## src/rtl/filter_pkg.sv

```systemverilog
// Shared constants for the 3x3 filter front-end: FSM encoding, filter slave
// register map and the packed RGB pixel width.
package filter_pkg;

    localparam int unsigned RGB_WIDTH = 24;

    // Sequencer FSM encoding
    localparam logic [2:0] ST_IDLE   = 3'd0;
    localparam logic [2:0] ST_WRITE  = 3'd1;
    localparam logic [2:0] ST_SETTLE = 3'd2;
    localparam logic [2:0] ST_READ   = 3'd3;
    localparam logic [2:0] ST_OUTPUT = 3'd4;

    // Filter slave register map: nine pixel registers, result read at 0
    localparam logic [3:0] PIXEL_0_ADDR = 4'd0;
    localparam logic [3:0] PIXEL_1_ADDR = 4'd1;
    localparam logic [3:0] PIXEL_2_ADDR = 4'd2;
    localparam logic [3:0] PIXEL_3_ADDR = 4'd3;
    localparam logic [3:0] PIXEL_4_ADDR = 4'd4;
    localparam logic [3:0] PIXEL_5_ADDR = 4'd5;
    localparam logic [3:0] PIXEL_6_ADDR = 4'd6;
    localparam logic [3:0] PIXEL_7_ADDR = 4'd7;
    localparam logic [3:0] PIXEL_8_ADDR = 4'd8;
    localparam logic [3:0] RESULT_ADDR  = 4'd0;

    // Index of the final write beat of a window
    localparam logic [3:0] LAST_BEAT = 4'd8;

    // Map a write beat (window pixel index) onto its slave register address
    function automatic logic [3:0] pixel_addr(input logic [3:0] beat);
        logic [3:0] addr;
        case (beat)
            4'd0:    addr = PIXEL_0_ADDR;
            4'd1:    addr = PIXEL_1_ADDR;
            4'd2:    addr = PIXEL_2_ADDR;
            4'd3:    addr = PIXEL_3_ADDR;
            4'd4:    addr = PIXEL_4_ADDR;
            4'd5:    addr = PIXEL_5_ADDR;
            4'd6:    addr = PIXEL_6_ADDR;
            4'd7:    addr = PIXEL_7_ADDR;
            4'd8:    addr = PIXEL_8_ADDR;
            default: addr = PIXEL_0_ADDR;
        endcase
        return addr;
    endfunction

endpackage

```

## src/rtl/line_buffer.sv

```systemverilog
// One image row of pixels: combinational read, synchronous write at the
// same column address. Contents are deliberately not reset.
module line_buffer
    import filter_pkg::*;
#(
    parameter int unsigned DEPTH = 64,
    parameter int unsigned WIDTH = RGB_WIDTH
) (
    input  logic                     clk,
    input  logic                     wr_en,
    input  logic [$clog2(DEPTH)-1:0] addr,
    input  logic [WIDTH-1:0]         wr_data,
    output logic [WIDTH-1:0]         rd_data
);

    logic [WIDTH-1:0] mem_q [DEPTH];

    // Store the incoming row pixel; the old value is still visible on rd_data this cycle
    always_ff @(posedge clk) begin
        if (wr_en) begin
            mem_q[addr] <= wr_data;
        end
    end

    assign rd_data = mem_q[addr];

endmodule

```

## src/rtl/filter_window_sequencer.sv

```systemverilog
// Streaming front-end for the 3x3 filter slave: builds 3x3 windows from a
// raster RGB stream using two line buffers, writes each complete window to
// the filter over Avalon-MM, reads back the 8-bit result and streams it out.
module filter_window_sequencer
    import filter_pkg::*;
#(
    parameter int unsigned IMG_WIDTH     = 64,
    parameter int unsigned IMG_HEIGHT    = 48,
    parameter int unsigned BIT_PER_PIXEL = 8,
    parameter int unsigned SETTLE_CYCLES = 2
) (
    input  logic                       clk,
    input  logic                       reset_n,
    input  logic [3*BIT_PER_PIXEL-1:0] in_data,
    input  logic                       in_valid,
    output logic                       in_ready,
    output logic [3:0]                 m_address,
    output logic                       m_write,
    output logic [31:0]                m_writedata,
    output logic                       m_read,
    input  logic [31:0]                m_readdata,
    input  logic                       m_waitrequest,
    output logic [7:0]                 out_data,
    output logic                       out_valid,
    input  logic                       out_ready,
    output logic                       out_last
);

    localparam int unsigned PIX_W = 3 * BIT_PER_PIXEL;
    localparam int unsigned COL_W = $clog2(IMG_WIDTH);
    localparam int unsigned ROW_W = $clog2(IMG_HEIGHT);
    localparam int unsigned SET_W = $clog2(SETTLE_CYCLES);

    localparam logic [COL_W-1:0] COL_LAST    = COL_W'(IMG_WIDTH - 1);
    localparam logic [ROW_W-1:0] ROW_LAST    = ROW_W'(IMG_HEIGHT - 1);
    localparam logic [COL_W-1:0] COL_WIN_MIN = COL_W'(2);
    localparam logic [ROW_W-1:0] ROW_WIN_MIN = ROW_W'(2);
    localparam logic [SET_W-1:0] SETTLE_LAST = SET_W'(SETTLE_CYCLES - 1);

    // Window storage, pixel index = row*3 + column (0 = top-left, 8 = bottom-right)
    logic [PIX_W-1:0] win_q [9];
    logic [PIX_W-1:0] win_d [9];

    logic [2:0]       state_q, state_d;
    logic [ROW_W-1:0] row_q, row_d;
    logic [COL_W-1:0] col_q, col_d;
    logic [3:0]       beat_q, beat_d;
    logic [SET_W-1:0] settle_q, settle_d;
    logic             last_win_q, last_win_d;

    logic             m_write_q, m_write_d;
    logic             m_read_q, m_read_d;
    logic [3:0]       m_address_q, m_address_d;
    logic [31:0]      m_writedata_q, m_writedata_d;
    logic             out_valid_q, out_valid_d;
    logic             out_last_q, out_last_d;
    logic [7:0]       out_data_q, out_data_d;

    logic             accept_s;
    logic [PIX_W-1:0] lb0_rd_s;
    logic [PIX_W-1:0] lb1_rd_s;
    logic             unused_readdata_s;

    // Only the result byte of the read data carries information
    assign unused_readdata_s = ^m_readdata[31:8];

    assign in_ready = reset_n & (state_q == ST_IDLE);
    assign accept_s = in_valid & in_ready;

    // lb0 holds the previous row, lb1 the row before it
    line_buffer #(.DEPTH(IMG_WIDTH), .WIDTH(PIX_W)) u_lb0 (
        .clk     (clk),
        .wr_en   (accept_s),
        .addr    (col_q),
        .wr_data (in_data),
        .rd_data (lb0_rd_s)
    );

    line_buffer #(.DEPTH(IMG_WIDTH), .WIDTH(PIX_W)) u_lb1 (
        .clk     (clk),
        .wr_en   (accept_s),
        .addr    (col_q),
        .wr_data (lb0_rd_s),
        .rd_data (lb1_rd_s)
    );

    // Next-state logic: raster position, window shift and bus/stream strobes
    always_comb begin
        state_d       = state_q;
        row_d         = row_q;
        col_d         = col_q;
        beat_d        = beat_q;
        settle_d      = settle_q;
        last_win_d    = last_win_q;
        win_d         = win_q;
        m_write_d     = m_write_q;
        m_read_d      = m_read_q;
        m_address_d   = m_address_q;
        m_writedata_d = m_writedata_q;
        out_valid_d   = out_valid_q;
        out_last_d    = out_last_q;
        out_data_d    = out_data_q;

        case (state_q)
            ST_IDLE: begin
                if (accept_s) begin
                    // Shift window left; the new right column is {top, mid, bot}
                    for (int r = 0; r < 3; r++) begin
                        win_d[r*3 + 0] = win_q[r*3 + 1];
                        win_d[r*3 + 1] = win_q[r*3 + 2];
                    end
                    win_d[2] = lb1_rd_s;
                    win_d[5] = lb0_rd_s;
                    win_d[8] = in_data;

                    if (col_q == COL_LAST) begin
                        col_d = {COL_W{1'b0}};
                        if (row_q == ROW_LAST) begin
                            row_d = {ROW_W{1'b0}};
                        end else begin
                            row_d = row_q + ROW_W'(1);
                        end
                    end else begin
                        col_d = col_q + COL_W'(1);
                    end

                    // A full 3x3 neighbourhood exists once two rows and two columns precede
                    if ((row_q >= ROW_WIN_MIN) && (col_q >= COL_WIN_MIN)) begin
                        state_d       = ST_WRITE;
                        beat_d        = 4'd0;
                        last_win_d    = (row_q == ROW_LAST) && (col_q == COL_LAST);
                        m_write_d     = 1'b1;
                        m_address_d   = pixel_addr(4'd0);
                        m_writedata_d = {{(32-PIX_W){1'b0}}, win_d[0]};
                    end else begin
                        state_d = ST_IDLE;
                    end
                end else begin
                    state_d = ST_IDLE;
                end
            end

            ST_WRITE: begin
                if (!m_waitrequest) begin
                    if (beat_q == LAST_BEAT) begin
                        state_d       = ST_SETTLE;
                        settle_d      = {SET_W{1'b0}};
                        m_write_d     = 1'b0;
                        m_address_d   = 4'd0;
                        m_writedata_d = 32'd0;
                    end else begin
                        beat_d        = beat_q + 4'd1;
                        m_address_d   = pixel_addr(beat_d);
                        m_writedata_d = {{(32-PIX_W){1'b0}}, win_q[beat_d]};
                    end
                end else begin
                    state_d = ST_WRITE;
                end
            end

            ST_SETTLE: begin
                // Idle gap lets the slave's registered waitrequest rise before the read
                if (settle_q == SETTLE_LAST) begin
                    state_d     = ST_READ;
                    m_read_d    = 1'b1;
                    m_address_d = RESULT_ADDR;
                end else begin
                    settle_d = settle_q + SET_W'(1);
                end
            end

            ST_READ: begin
                if (!m_waitrequest) begin
                    state_d     = ST_OUTPUT;
                    m_read_d    = 1'b0;
                    out_valid_d = 1'b1;
                    out_data_d  = m_readdata[7:0];
                    out_last_d  = last_win_q;
                end else begin
                    state_d = ST_READ;
                end
            end

            ST_OUTPUT: begin
                if (out_ready) begin
                    state_d     = ST_IDLE;
                    out_valid_d = 1'b0;
                    out_last_d  = 1'b0;
                end else begin
                    state_d = ST_OUTPUT;
                end
            end

            default: begin
                state_d       = ST_IDLE;
                m_write_d     = 1'b0;
                m_read_d      = 1'b0;
                m_address_d   = 4'd0;
                m_writedata_d = 32'd0;
                out_valid_d   = 1'b0;
                out_last_d    = 1'b0;
            end
        endcase
    end

    // State, counters, window and registered outputs; reset abandons any transaction
    always_ff @(posedge clk or negedge reset_n) begin
        if (!reset_n) begin
            state_q       <= ST_IDLE;
            row_q         <= {ROW_W{1'b0}};
            col_q         <= {COL_W{1'b0}};
            beat_q        <= 4'd0;
            settle_q      <= {SET_W{1'b0}};
            last_win_q    <= 1'b0;
            for (int i = 0; i < 9; i++) begin
                win_q[i] <= {PIX_W{1'b0}};
            end
            m_write_q     <= 1'b0;
            m_read_q      <= 1'b0;
            m_address_q   <= 4'd0;
            m_writedata_q <= 32'd0;
            out_valid_q   <= 1'b0;
            out_last_q    <= 1'b0;
            out_data_q    <= 8'd0;
        end else begin
            state_q       <= state_d;
            row_q         <= row_d;
            col_q         <= col_d;
            beat_q        <= beat_d;
            settle_q      <= settle_d;
            last_win_q    <= last_win_d;
            for (int i = 0; i < 9; i++) begin
                win_q[i] <= win_d[i];
            end
            m_write_q     <= m_write_d;
            m_read_q      <= m_read_d;
            m_address_q   <= m_address_d;
            m_writedata_q <= m_writedata_d;
            out_valid_q   <= out_valid_d;
            out_last_q    <= out_last_d;
            out_data_q    <= out_data_d;
        end
    end

    assign m_write     = m_write_q;
    assign m_read      = m_read_q;
    assign m_address   = m_address_q;
    assign m_writedata = m_writedata_q;
    assign out_valid   = out_valid_q;
    assign out_last    = out_last_q;
    assign out_data    = out_data_q;

endmodule

```

## config.mk

```make
export PLATFORM = sky130hd
export DESIGN_NAME = filter_window_sequencer
export DESIGN_NICKNAME = d
export VERILOG_FILES = /design/src/rtl/filter_pkg.sv /design/src/rtl/line_buffer.sv /design/src/rtl/filter_window_sequencer.sv
export SDC_FILE = /design/constraint.sdc
export NUM_CORES = 2
export LEC_CHECK = 0
export ABC_CLOCK_PERIOD_IN_PS = 5700
export CORE_UTILIZATION = 30
export CTS_BUF_LIST = sky130_fd_sc_hd__clkbuf_2 sky130_fd_sc_hd__clkbuf_4 sky130_fd_sc_hd__clkbuf_8
export DETAILED_ROUTE_END_ITERATION = 16
export PLACE_DENSITY = 0.41
export SYNTH_ARGS = -nofsm -noshare
export SYNTH_HDL_FRONTEND = slang
export SYNTH_HIERARCHICAL = 1
export SYNTH_SLANG_ARGS = --single-unit
```

## constraint.sdc

```tcl
create_clock -name clk -period 5.7 [get_ports clk]
set_input_delay 0.855 -clock clk [delete_from_list [all_inputs] [get_ports clk]]
set_output_delay 0.855 -clock clk [all_outputs]
set_load 0.01 [all_outputs]
```

==> results.tsv <==
stage	metric	value	unit
clocking	Worst-Skew Late Latency	1.22	ns
global_routing	GRT overflow	0	
route	DRC Markers	0	
logic_synthesis	largest family of logic cells by synthesized area	compound AO/OA/AOI/OAI gates	
logic_synthesis	Synth top area share	0.706	
route	via total after detailed routing	79700	
critical_path	crit path cell chain	nor2b_4 > buf_12 > a221o_1 > a22oi_1 > o22a_1 > o211ai_1 > or4_4	
global_routing	initial antenna violation count	37	
logic_synthesis	Synth Area in XOR/XNOR	0.000335	
die	Initial Utilization	0.302	
timing	post-layout min period	4.92	ns
placed_design	area post-placement	141000	µm²
layout	Final Util	0.352	
power	P per Cell Area	537	nW/µm²
critical_path	startpoint type of the worst setup path	flop	
global_routing	vias in the first global route	78900	
timing	RSZ-0062 raised after global routing	false	
critical_path	kind of end point of the critical path	flop	
layout	fin area	152000	µm²
placed_design	gpl congestion	0.819	
critical_path	CP arrival	5.71	ns
clocking	CTS root buf	clkbuf_8	
die	Core ar.	432000	µm²
placed_design	HPWL after DPL	262000	µm
clocking	H-tree levels	6	
timing	Setup-failing EPs final	0	
logic_synthesis	Async S/R FF share, synth	0.0827	
timing	Final Hold Slack	0.132	ns
layout	fin nets	8780	
logic_synthesis	area of the mapped netlist	131000	µm²
logic_synthesis	Syn Inst Count	8196	
logic_synthesis	top-count cell post-synth	edfxtp_1	
timing	final hold vios	0	
route	Routed WL per cell	30.4	µm
route	vias per cell	5.36	
layout	P&R area growth vs syn	16.4	%
die	Die ar.	438000	µm²
die	Rows	241	
timing	Max Slew Vio Count	0	
power	Worst IR Drop VDD	677	µV
timing	Tightest Pin Transition	1.30	ns
logic_synthesis	flops & latches, synth	3349	
logic_synthesis	Distinct cells, synth	67	
timing	period utilization	0.864	
global_routing	largest net degree at the start of global routing	224	
timing	clk_skew	0.0798	ns
clocking	CTS Buffer Depth	4	
critical_path	Worst Path Required	6.49	ns
clocking	post-CTS setup repair buffer count	0	
clocking	CTS buffer count	582	
timing	setup TNS	0	ns
placed_design	placed cells	13800	
layout	layout cells sized above 1	0.210	
logic_synthesis	commonest cells in the netlist	edfxtp_1 (3072), nand2_1 (864), a221oi_1 (424), a22oi_1 (408), nor2_1 (297)	
flow_run	# Max-Cap Violations	0	
logic_synthesis	Adder-Cell Fraction of Synth Area	0.000670	
global_routing	first-pass GRT wire length	626000	µm
die	Die H	662	µm
logic_synthesis	Synth Area in Compound Gates	0.120	
die	Top Ports	110	
logic_synthesis	top cells by area, synth	edfxtp_1 (71%), dfrtp_1 (5.3%), a221oi_1 (2.8%)	
worst_hold_path	worst hold path type	input port to asynchronous set/reset pin	
logic_synthesis	mux contribution to synthesized area	0.0498	
logic_synthesis	Synth Flop Type	edfxtp_1	
route	antenna-violating nets left	0	
timing	highest clock rate	0.203	GHz
route	drt pass-1 iters	5	
critical_path	Max stage delay on crit path	1.13	ns
logic_synthesis	Synth Warn #	6	
timing	relative slew slack	0.128	
power	static leakage	50.1	nW
die	die boundary width	662	µm
critical_path	critical path class	flop to flop	
clocking	CTS tree	yes	
logic_synthesis	sequential-to-total area share from yosys stat	0.759	
critical_path	CP max stage cell	nor2b_4	
clocking	clock-pin slew on the worst setup and hold paths	0.06	ns
layout	post-route insts no fill	14900	
placed_design	port bufs	77	
logic_synthesis	simple-gate share of the synthesized area	0.0473	
route	Iter 0 DRT Violations	7680	
run_status	outcome	completed	
global_routing	Tot GR Track Use	0.201	
logic_synthesis	EDFF count, synth	3072	
critical_path	CP max FO	65	
clocking	Clock Sinks	3349	
route	WL final	453000	µm
logic_synthesis	syn avg cell area	15.9	µm²
logic_synthesis	Synth area leader	edfxtp_1	
[sequential cells by signal, indices dropped and copies added, names as in the netlist, 3 cells and up]
name,cells
beat_q,4
col_q,6
m_address,4
m_writedata,24
out_data,8
row_q,6
state_q,3
u_lb0/mem_q,1536
u_lb1/mem_q,1536
win_q,216
[final timing paths]
path / startpoint / to / slack [ns] / cells past startpoint
setup reg to reg: col_q[0] / u_lb1/mem_q[49][9] / 0.78 / 7
setup / recovery: col_q[0] / u_lb1/mem_q[49][9] / 0.78 / 7
max in group asynchronous: reset_n / col_q[0] / 3.70 / 4
min in group clk: in_data[17] / win_q[17] / 0.16 / 3
hold / removal: reset_n / win_q[181] / 0.13 / 2
hold reg to reg: win_q[132] / win_q[132] / 0.47 / 2
[placed cells by master (no fill, tap or decap), types with 25 or more instances in the layout]
| cell type | instances |
|---|---|
| nor2_1 | 164 |
| a22o_1 | 155 |
| dfrtp_1 | 270 |
| a211o_1 | 25 |
| clkinv_1 | 121 |
| nand2_1 | 862 |
| a21oi_1 | 288 |
| edfxtp_1 | 3072 |
| nor3_1 | 85 |
| mux4_2 | 30 |
| o22ai_1 | 121 |
| o21ai_0 | 277 |
| nand4_1 | 25 |
| o221ai_1 | 62 |
| a221o_1 | 118 |
| clkbuf_8 | 609 |
| mux2_2 | 275 |
| clkdlybuf4s50_1 | 52 |
| clkbuf_4 | 195 |
| buf_12 | 81 |
| mux2i_1 | 266 |
| a31oi_1 | 29 |
| nand3_1 | 88 |
| a221oi_1 | 424 |
| a2111oi_0 | 33 |
| buf_4 | 401 |
| nor2_2 | 130 |
| a22oi_1 | 408 |
| clkinv_2 | 47 |
[critical path: cells and delay by family (launching register included)]
family,cells,cell delay (ns)
DFF,1,0.76
buffers and inverters,1,0.28
and+or+nand+nor,2,2.06
AOI/OAI and AO/OA,4,1.25
[final cells by class]
| class | instances | area [µm²] |
|---|---|---|
| Sequential cell | 3349 | 99200 |
| Timing Repair Buffer | 560 | 5310 |
| Inverter | 19 | 90.1 |
| Multi-Input combinational cell | 4200 | 29100 |
| Tap cell | 5710 | 7140 |
| Fill cell | 41400 | 280000 |
| Clock inverter | 222 | 1350 |
| Antenna cell | 18 | 45.0 |
| Clock buffer | 804 | 9850 |
[power by group]
part	internal, mW	total [mW]	switching [mW]
logic	7.42	27.1	19.6
clock network	11.5	21.5	10.0
registers	32.3	33.0	0.767
total	51.2	81.6	30.4
[routing by layer]
| layer | vias to the layer above | global-route usage | wire, µm |
|---|---|---|---|
| met2 | 2848 | 0.310 | 203000 |
| met1 | 42300 | 0.292 | 208000 |
| met4 | 10 | 0.0484 | 10200 |
| met5 | - | 0 | 66 |
| met3 | 601 | 0.0382 | 31600 |
| li1 | 34000 | - | - |
[kinds of logic (layout without fill, tap and decap cells)]
group | count (synthesis) | after routing
adders and majority gates | 7 | 7
other | 1 | 26
AOI/OAI and AO/OA | 2131 | 2131
muxes | 576 | 576
buffers and inverters | 654 | 1605
and+or+nand+nor | 1473 | 1473
DFF | 3349 | 3349
xor gates and xnor gates | 5 | 5
[per-stage QoR]
| step | setup WS (ns) | power [mW] |
|---|---|---|
| final | 0.775 | 81.6 |
| after global routing | 0.752 | 84.7 |
| after detailed placement | 0.819 | 60.8 |
| after global placement | 0.870 | 60.5 |
| after floorplan | 1.45 | 46.5 |
| after CTS | 0.721 | 82.5 |
[timing repair]
item | in CTS | in global routing
endpoints found under the hold margin | 110 | 0
endpoints found under the setup margin | 0 | 0
resized for setup | 0 | 0
hold buffers | 3 | 0
Power figures use the tool's default switching activity.
